File: config.mk
export PLATFORM = sky130hd
export DESIGN_NAME = counter_pair_sampler
export DESIGN_NICKNAME = d
export VERILOG_FILES = /design/src/rtl/counter_pair_sampler.sv
export SDC_FILE = /design/constraint.sdc
export NUM_CORES = 1
export LEC_CHECK = 0
export CAP_MARGIN = 20
export CORE_ASPECT_RATIO = 0.8
export CORE_UTILIZATION = 40
export CTS_BUF_LIST = sky130_fd_sc_hd__clkbuf_8
export DETAILED_ROUTE_END_ITERATION = 8
export PLACE_DENSITY = 0.57
export SYNTH_ARGS = -nofsm -noshare
export SYNTH_HDL_FRONTEND = slang
export SYNTH_SLANG_ARGS = --single-unit
File: constraint.sdc
create_clock -name clk -period 7.6 [get_ports clk]
set_clock_uncertainty 0.05 [all_clocks]
set_input_delay 1.52 -clock clk [delete_from_list [all_inputs] [get_ports clk]]
set_output_delay 1.52 -clock clk [all_outputs]
set_load 0.05 [all_outputs]
File: src/rtl/counter_pair_sampler.sv
`default_nettype none
// ============================================================================
// Module   : counter_pair_sampler
// Brief    : Periodic sampler of a counter pair; tagged snapshots into a FWFT FIFO
// Revision : 1.0 - initial release
// ============================================================================
module counter_pair_sampler #(
    parameter int WIDTH      = 4,
    parameter int DEPTH      = 4,
    parameter int SAMPLE_DIV = 8
) (
    input  logic                     clk,
    input  logic                     rst,
    input  logic [WIDTH-1:0]         counter1,
    input  logic [WIDTH-1:0]         counter2,
    input  logic                     sample_en,
    output logic                     out_valid,
    input  logic                     out_ready,
    output logic [WIDTH-1:0]         out_c1,
    output logic [WIDTH-1:0]         out_c2,
    output logic [WIDTH-1:0]         out_diff,
    output logic                     out_mismatch,
    output logic [7:0]               out_tag,
    output logic [7:0]               drop_count,
    output logic [$clog2(DEPTH):0]   fifo_level
);

    localparam int c_AW   = $clog2(DEPTH);
    localparam int c_LW   = c_AW + 1;
    localparam int c_DIVW = (SAMPLE_DIV > 1) ? $clog2(SAMPLE_DIV) : 1;
    localparam logic [c_DIVW-1:0] c_DIV_LAST = c_DIVW'(SAMPLE_DIV - 1);
    localparam logic [c_LW-1:0]   c_FULL     = c_LW'(DEPTH);

    logic [c_DIVW-1:0] r_div;
    logic [7:0]        r_seq;
    logic [7:0]        r_drop;
    logic [c_LW-1:0]   r_level;
    logic [c_AW-1:0]   r_wr;
    logic [c_AW-1:0]   r_rd;

    logic [WIDTH-1:0]  r_mem_c1   [DEPTH];
    logic [WIDTH-1:0]  r_mem_c2   [DEPTH];
    logic [WIDTH-1:0]  r_mem_diff [DEPTH];
    logic              r_mem_mm   [DEPTH];
    logic [7:0]        r_mem_tag  [DEPTH];

    logic w_strobe;
    logic w_full;
    logic w_valid;
    logic w_pop;
    logic w_push;
    logic w_drop;

    assign w_valid  = (r_level != '0);
    assign w_full   = (r_level == c_FULL);
    assign w_strobe = sample_en && (r_div == c_DIV_LAST);
    assign w_pop    = w_valid && out_ready;
    // A full FIFO still accepts the snapshot when the head leaves on the same edge.
    assign w_push   = w_strobe && (!w_full || w_pop);
    assign w_drop   = w_strobe && w_full && !w_pop;

    always_ff @(posedge clk or posedge rst) begin
        if (rst) begin
            r_div   <= '0;
            r_seq   <= '0;
            r_drop  <= '0;
            r_level <= '0;
            r_wr    <= '0;
            r_rd    <= '0;
        end else begin
            if (sample_en) begin
                r_div <= w_strobe ? '0 : r_div + 1'b1;
            end
            if (w_strobe) begin
                r_seq <= r_seq + 8'd1;
            end
            if (w_drop && (r_drop != 8'hFF)) begin
                r_drop <= r_drop + 8'd1;
            end
            if (w_push) begin
                r_wr <= r_wr + 1'b1;
            end
            if (w_pop) begin
                r_rd <= r_rd + 1'b1;
            end
            case ({w_push, w_pop})
                2'b10:   r_level <= r_level + 1'b1;
                2'b01:   r_level <= r_level - 1'b1;
                default: r_level <= r_level;
            endcase
        end
    end

    // Storage needs no reset: every field is masked while the FIFO is empty.
    always_ff @(posedge clk) begin
        if (w_push) begin
            r_mem_c1[r_wr]   <= counter1;
            r_mem_c2[r_wr]   <= counter2;
            r_mem_diff[r_wr] <= counter1 - counter2;
            r_mem_mm[r_wr]   <= (counter1 != counter2);
            r_mem_tag[r_wr]  <= r_seq;
        end
    end

    assign out_valid    = w_valid;
    assign out_c1       = w_valid ? r_mem_c1[r_rd]   : '0;
    assign out_c2       = w_valid ? r_mem_c2[r_rd]   : '0;
    assign out_diff     = w_valid ? r_mem_diff[r_rd] : '0;
    assign out_mismatch = w_valid ? r_mem_mm[r_rd]   : 1'b0;
    assign out_tag      = w_valid ? r_mem_tag[r_rd]  : 8'd0;
    assign drop_count   = r_drop;
    assign fifo_level   = r_level;

endmodule
`default_nettype wire

==> impl_summary.txt, run 1 <==
----------------------------------------------------
[Setup path]
  Worst-path cell with the longest stage delay ... sky130_fd_sc_hd__clkdlybuf4s50_1
  FF-to-FF path depth ... 7
  WP data arrival ... about 2.8 ns
  Worst setup slack for register-to-register paths ... 4.84 ns
  Cell-by-cell listing of the critical path ... buf_4, mux4_2, and2_1, clkdlybuf4s50_1
  Total buffers and inverters traversed by the critical path ... 2
  Critical Setup Path Class ... register to output port
  Maximum single-stage delay on the critical path ... 0.69 ns
  Data required time at the worst endpoint ... between 6 and 7 ns
  Worst-path fanout max ... 16
  Nature of the critical path startpoint ... register
  Category of cells accounting for the largest share of critical-path delay ... buffers and inverters
  CP Capture Type ... output port
  Stages on the worst setup path ... 4

[Logic synthesis]
  Post-synth EDFFs ... 84
  Synth Flop Type ... sky130_fd_sc_hd__edfxtp_1
  Sequential-to-total area share from yosys stat ... a little under 70%
  Mapped Nets ... slightly above 300
  Seq cells post-synth ... 110
  Average size of a mapped cell ... between 15 and 20 sq um
  Cell area after synthesis ... between 4000 and 5000 sq um
  Post-Syn Instances ... about 280
  Fraction of registers with async set or reset after synthesis ... about a quarter
  Syn. warnings ... 0
  Number of unique standard cell types used by synthesis ... 42

[Pwr]
  Static leakage ... approximately 2 nW
  Max IR drop VDD ... ~0.00015 V
  Ratio of total power to cell area ... 364 nW/um^2
  Total design power ... between 1.5 and 2 mW

[Run status]
  Status ... finished, final reports clean

[Global route]
  Number of global-route vias before repair ... between 2000 and 3000
  Number of antenna violations at the first check in global routing ... 0
  Global-route wire length before repair ... 13.1 mm
  Global-route met1 utilization ... between 10% and 20%
  GRT overflow ... 0
  Overall fraction of global-route tracks in use ... 14.7%
  Pin count of the biggest net entering global routing ... 27
  Met2 track demand over resource in global routing ... 23.1%
  Met3 track demand over resource in global routing ... under 10%
  Busiest grt layer ... met2

[Layout]
  Post-route cell area ... 5460 sq um
  Post-synthesis to final-layout area growth ... 17.2%
  Count of fill cells added during filler insertion ... around 950
  Count of non-filler cells in the finished layout ... between 400 and 500
  Antenna fix cells ... 0
  Final-stage net count ... 350
  Fraction of layout instances using a drive strength above 1 ... 14.5%
  Core occupancy in the finished layout ... ~49%

[Floorplanning]
  Boundary pin count ... 45
  Std-Cell Rows ... 34
  Initial Util ... 41.9%
  Core region area ... between 10000 and 15000 sq um
  Overall die area ... 12100 sq um
  Die span in y ... between 90 and 100 um
  Horizontal die dimension ... 123 um

[STA]
  Total of endpoints with negative setup slack in the final report ... 0
  WHS ... 0.435 ns
  Transition time at the pin with the least slew margin ... around 1.1 ns
  Number of hold-slack violations in the final timing report ... 0
  Fmax ... approximately 0.23 GHz
  Relative slew margins ... 29.8%
  Unrepaired setup endpoints after global routing ... no
  Post-route clock period utilization ... between 50% and 60%
  Least setup slack across all paths after layout ... 3.21 ns
  Post-Route Setup TNS ... 0 ns
  Final Critical Period ... roughly 4.4 ns
  Number of pins exceeding their max-slew limit in the final report ... 0

[Clocking]
  Resize count post-CTS ... 0
  Insertion delay to the later sink of the worst-skew pair ... roughly 0.37 ns
  Number of buffers inserted to repair setup after CTS ... 0
  Reg clk slew, reported paths ... ~0.10 ns
  Number of CTS-inserted buffers ... 9
  Number of buffers between clock root and the deepest sink ... 2
  Cts-stage hold buffer count ... 0
  Clk sink count ... between 100 and 150
  Buffer type at the clock tree root ... sky130_fd_sc_hd__clkbuf_8
  CTS tree ... built
  Number of H-tree branching levels ... 3

[Worst hold path]
  Path category of the worst min-delay check ... register to register
  Hold Path Stages ... 1

[Place]
  Cell area after placement ... 5240 sq um
  Half-perimeter wire length after placement ... 5.03 mm
  Number of cells after detailed placement ... 457
  Worst setup slack before clock tree synthesis ... about 3.6 ns
  Final GP Congestion ... between 0.7 and 0.8
  Buffers added on ports ... 44

[Route]
  Number of DRC violations after detailed routing ... 0
  Avg Vias per Cell ... around 5.0
  Wirelength per Cell ... roughly 17 um
  Pre-antenna DRT Iters ... 4
  Remaining antenna violation count ... 0
  Number of violations reported at the end of detailed-routing iteration 0 ... between 100 and 150
  Final wirelength ... roughly 8 mm
  Via count ... 2370

[Job]
  Maximum Capacitance Violations ... 0

----------------------------------------------------
[Yosys cell counts (3+ instances only)]
library cell	number	area (sq um)
sky130_fd_sc_hd__a21oi_1	5	25.0
sky130_fd_sc_hd__nand3_1	9	45.0
sky130_fd_sc_hd__mux4_2	21	473
sky130_fd_sc_hd__inv_1	14	52.6
sky130_fd_sc_hd__nand4_1	3	18.8
sky130_fd_sc_hd__clkbuf_1	7	26.3
sky130_fd_sc_hd__dfrtp_1	26	651
sky130_fd_sc_hd__nor2_1	7	26.3
sky130_fd_sc_hd__ha_1	11	138
sky130_fd_sc_hd__edfxtp_1	84	2520
sky130_fd_sc_hd__and3_2	5	37.5
sky130_fd_sc_hd__nand2_1	12	45.0
sky130_fd_sc_hd__and2_1	22	138
sky130_fd_sc_hd__buf_2	3	15.0
sky130_fd_sc_hd__xnor2_1	14	123
sky130_fd_sc_hd__xor2_1	5	43.8
[registers in the layout (all words and copies together) (netlist names)]
| name | cells |
|---|---|
| r_mem_tag | 32 |
| r_mem_c1 | 16 |
| r_mem_c2 | 16 |
| r_mem_diff | 16 |
| drop_count | 8 |
| r_seq | 8 |
| r_mem_mm | 4 |
| fifo_level | 3 |
| r_div | 3 |
| r_rd | 2 |
| r_wr | 2 |
[report_power, final]
group / total (mW) / internal [mW] / switching, mW
clock: 0.338 / 0.150 / 0.188
sequential: 0.791 / 0.708 / 0.0830
combinational: 0.858 / 0.347 / 0.511
[worst paths after layout]
check | from | endpoint
worst min register to register | r_div[0] | r_div[0]
max in group asynchronous | rst | r_seq[0]
worst min-delay path | r_div[0] | r_div[0]
worst max register to register | r_div[0] | fifo_level[2]
min in group asynchronous | rst | drop_count[0]
worst max-delay path | r_rd[0] | out_tag[3]
[layout by cell type, fill, tap and decap left out, types with 2 or more instances in the layout]
| cell type | instances |
|---|---|
| sky130_fd_sc_hd__a21oi_1 | 5 |
| sky130_fd_sc_hd__and2_1 | 22 |
| sky130_fd_sc_hd__and3_2 | 5 |
| sky130_fd_sc_hd__clkbuf_8 | 9 |
| sky130_fd_sc_hd__clkdlybuf4s50_1 | 44 |
| sky130_fd_sc_hd__clkinv_1 | 2 |
| sky130_fd_sc_hd__clkinv_2 | 2 |
| sky130_fd_sc_hd__clkinv_4 | 2 |
| sky130_fd_sc_hd__dfrtp_1 | 26 |
| sky130_fd_sc_hd__edfxtp_1 | 84 |
| sky130_fd_sc_hd__fa_1 | 2 |
| sky130_fd_sc_hd__ha_1 | 11 |
| sky130_fd_sc_hd__inv_1 | 14 |
| sky130_fd_sc_hd__mux2i_1 | 2 |
| sky130_fd_sc_hd__mux4_2 | 21 |
| sky130_fd_sc_hd__nand2_1 | 12 |
| sky130_fd_sc_hd__nand2b_1 | 2 |
| sky130_fd_sc_hd__nand3_1 | 9 |
| sky130_fd_sc_hd__nand4_1 | 3 |
| sky130_fd_sc_hd__nor2_1 | 7 |
| sky130_fd_sc_hd__o2111ai_1 | 2 |
| sky130_fd_sc_hd__or3_1 | 2 |
| sky130_fd_sc_hd__xnor2_1 | 14 |
| sky130_fd_sc_hd__xor2_1 | 5 |
[cells by family after synthesis]
group	after synthesis	share of synthesized area (%)
AO/OA/AOI/OAI	15	2.18
XOR/XNOR	19	3.57
adder cells (fa/ha/maj)	13	3.82
buffers and inverters	25	2.10
flip-flops	110	68.1
multiplexers	25	11.1
AND/OR/NAND/NOR	72	9.05
[metal layers]
| metal | share of wire [%] | up-vias |
|---|---|---|
| li1 | - | 1138 |
| met2 | 48 | 30 |
| met4 | 1.2 | 0 |
| met3 | 2.6 | 10 |
| met5 | 0 | - |
| met1 | 48 | 1192 |
[area by class of cell]
class	instances	area [sq um]	share of cell area, %
inverter	14	52.6	0.963
timing repair buffer	46	475	8.71
clock buffer	9	124	2.27
multi-input combinational	144	1390	25.4
sequential	110	3170	58.2
tap	144	180	3.30
clock inverter	7	65.1	1.19
(Power assumes the default switching activity.)
==> run 2, diff against run 1 <==
clock period = 4.6 ns   (was 7.6 ns; I/O delays follow)
==> run 2 against run 1 <==
Global-route usage decreased by 0.10 points. First-iteration DRC count increased by 43%. Sequential cell count unchanged. Die area unchanged. Core utilization increased by 0.42 points. Setup slack got worse by 2.2 ns. Final cell count increased by 0.63%. Non-clock buffer count increased by 3. Critical endpoint is now out_tag[7].
==> impl_summary.txt, run 2 (synthesis results as in run 1) <==
----------------------------------------------------
[Run status]
  Status ... finished, final reports clean

[STA]
  Number of pins exceeding their max-slew limit in the final report ... 0
  Post-Route Setup TNS ... 0 ns
  Transition time at the pin with the least slew margin ... roughly 0.83 ns
  Unrepaired setup endpoints after global routing ... no
  Final Critical Period ... around 3.6 ns
  Fmax ... between 0.2 and 0.3 GHz
  Number of hold-slack violations in the final timing report ... 0
  Relative slew margins ... 44.4%
  Post-route clock period utilization ... 78.5%
  Total of endpoints with negative setup slack in the final report ... 0

[Setup path]
  WP data arrival ... around 2.6 ns
  Data required time at the worst endpoint ... approximately 3.6 ns
  Worst-path cell with the longest stage delay ... sky130_fd_sc_hd__clkdlybuf4s50_1
  Nature of the critical path startpoint ... register
  Worst-path fanout max ... 25
  Maximum single-stage delay on the critical path ... about 0.80 ns
  Cell-by-cell listing of the critical path ... or3_1, and2_1, clkdlybuf4s50_1
  Critical Setup Path Class ... register to output port
  Worst setup slack for register-to-register paths ... 1.86 ns
  CP Capture Type ... output port

[Layout]
  Area used by multi-input combinational logic ... 1390 sq um
  Register cell area after layout ... roughly 3200 sq um
  Count of fill cells added during filler insertion ... 930
  Antenna fix cells ... 0
  Fraction of layout instances using a drive strength above 1 ... about 15%
  Final-stage net count ... 353
  Commonest cells after routing, fill and taps aside ... sky130_fd_sc_hd__edfxtp_1 (84), sky130_fd_sc_hd__clkdlybuf4s50_1 (44), sky130_fd_sc_hd__dfrtp_1 (26)
  Max FFs per register ... 32
  Post-synthesis to final-layout area growth ... 18.2%
  Most common library cell in the layout ignoring fill and taps ... sky130_fd_sc_hd__edfxtp_1
  Largest register by flop count ... r_mem_tag

[Route]
  Number of DRC violations after detailed routing ... 0
  Remaining antenna violation count ... 0
  Number of violations reported at the end of detailed-routing iteration 0 ... 200
  Pre-antenna DRT Iters ... 4
  Via count ... 2392
  Final wirelength ... roughly 8 mm
  Avg Vias per Cell ... between 5 and 6
  Wirelength per Cell ... ~17 um

[Pwr]
  Static leakage ... between 1.5 and 2 nW
  Ratio of total power to cell area ... between 600 and 700 nW/um^2
  Total design power ... between 3 and 4 mW
  Max IR drop VDD ... between 0.0002 and 0.0003 V

[Clocking]
  Resize count post-CTS ... 0
  Number of buffers between clock root and the deepest sink ... 2
  Buffer type at the clock tree root ... sky130_fd_sc_hd__clkbuf_8
  Number of buffers inserted to repair setup after CTS ... 0
  Reg clk slew, reported paths ... around 0.1 ns
  Clk sink count ... 110
  Number of CTS-inserted buffers ... 9
  Cts-stage hold buffer count ... 0
  Insertion delay to the later sink of the worst-skew pair ... 0.36 ns
  CTS tree ... built
  Number of H-tree branching levels ... 3

[Global route]
  Global-route wire length before repair ... 12.9 mm
  Number of antenna violations at the first check in global routing ... 0
  Overall fraction of global-route tracks in use ... ~15%
  GRT overflow ... 0
  Number of global-route vias before repair ... around 2400
  Pin count of the biggest net entering global routing ... 27

[Floorplanning]
  Overall die area ... 12100 sq um
  Core region area ... 11100 sq um
  Std-Cell Rows ... 34
  Initial Util ... roughly two fifths
  Die span in y ... 98.5 um
  Boundary pin count ... 45
  Horizontal die dimension ... approximately 120 um

[Place]
  Final GP Congestion ... roughly 0.7
  Half-perimeter wire length after placement ... 5.06 mm
  Buffers added on ports ... 44

[Worst hold path]
  Path category of the worst min-delay check ... register to register

[Job]
  Maximum Capacitance Violations ... 0

----------------------------------------------------
==> run 2: cell types whose count changed in the layout (fill, tap and decap cells not counted) <==
cell / previous run / this run
sky130_fd_sc_hd__clkinv_4: 2 / 1
sky130_fd_sc_hd__clkinv_2: 2 / 1
sky130_fd_sc_hd__buf_4: 1 / 4
sky130_fd_sc_hd__bufinv_16: 1 / 2
sky130_fd_sc_hd__clkinvlp_4: 0 / 1
==> run 2: where the power goes <==
part | switching [mW] | internal [mW]
sequential | 0.0961 | 1.17
combinational | 0.892 | 0.585
clock | 0.306 | 0.303
==> run 2: through the flow <==
| step | std cells | utilization (%) | hold WS (ns) | instance area, sq um | worst slack [ns] |
|---|---|---|---|---|---|
| 6_report | 477 | 49.6 | 0.434 | 5500 | 0.991 |
| 5_1_grt | 477 | 49.6 | 0.480 | 5500 | 0.788 |
| 4_1_cts | 476 | 49.3 | 0.440 | 5480 | 0.927 |
| 3_5_place_dp | 460 | 47.4 | 0.426 | 5260 | 1.36 |
| 3_3_place_gp | 460 | 47.4 | 0.416 | 5260 | 1.40 |
| 2_1_floorplan | 279 | - | 0.407 | 4660 | 1.44 |
==> run 2: worst paths after layout <==
path	from	endpoint	depth (start not counted)
setup / recovery	fifo_level[1]	out_tag[7]	3
hold / removal	r_div[0]	r_div[0]	1
setup reg to reg	fifo_level[1]	fifo_level[2]	5
hold reg to reg	r_div[0]	r_div[0]	1
max in group asynchronous	rst	r_rd[0]	3
min in group asynchronous	rst	r_div[1]	2
==> run 2: per-layer routing <==
layer  global-route usage [%]  share of wire, %  up-vias
met4                     4.41               1.1        0
met3                     4.51               3.7        8
met2                     22.0                48       40
met5                        0                 0        -
li1                         -                 -     1144
met1                     20.3                47     1200
==> run 2: cell type report <==
type                    instances  share of cell area, %
multi-input cells             144                   25.2
well taps                     144                   3.27
clock inverters                 7                   1.61
clock buffers                   9                   2.25
flip-flops and latches        110                   57.7
repair buffers                 49                   9.05
inverters                      14                  0.955
==> run 2: worst max-delay path, delay by kind of cell (launching register included) <==
kind          cells  cell delay [ns]
flops             1             0.50
simple gates      2             0.96
buf+inv           1             0.80
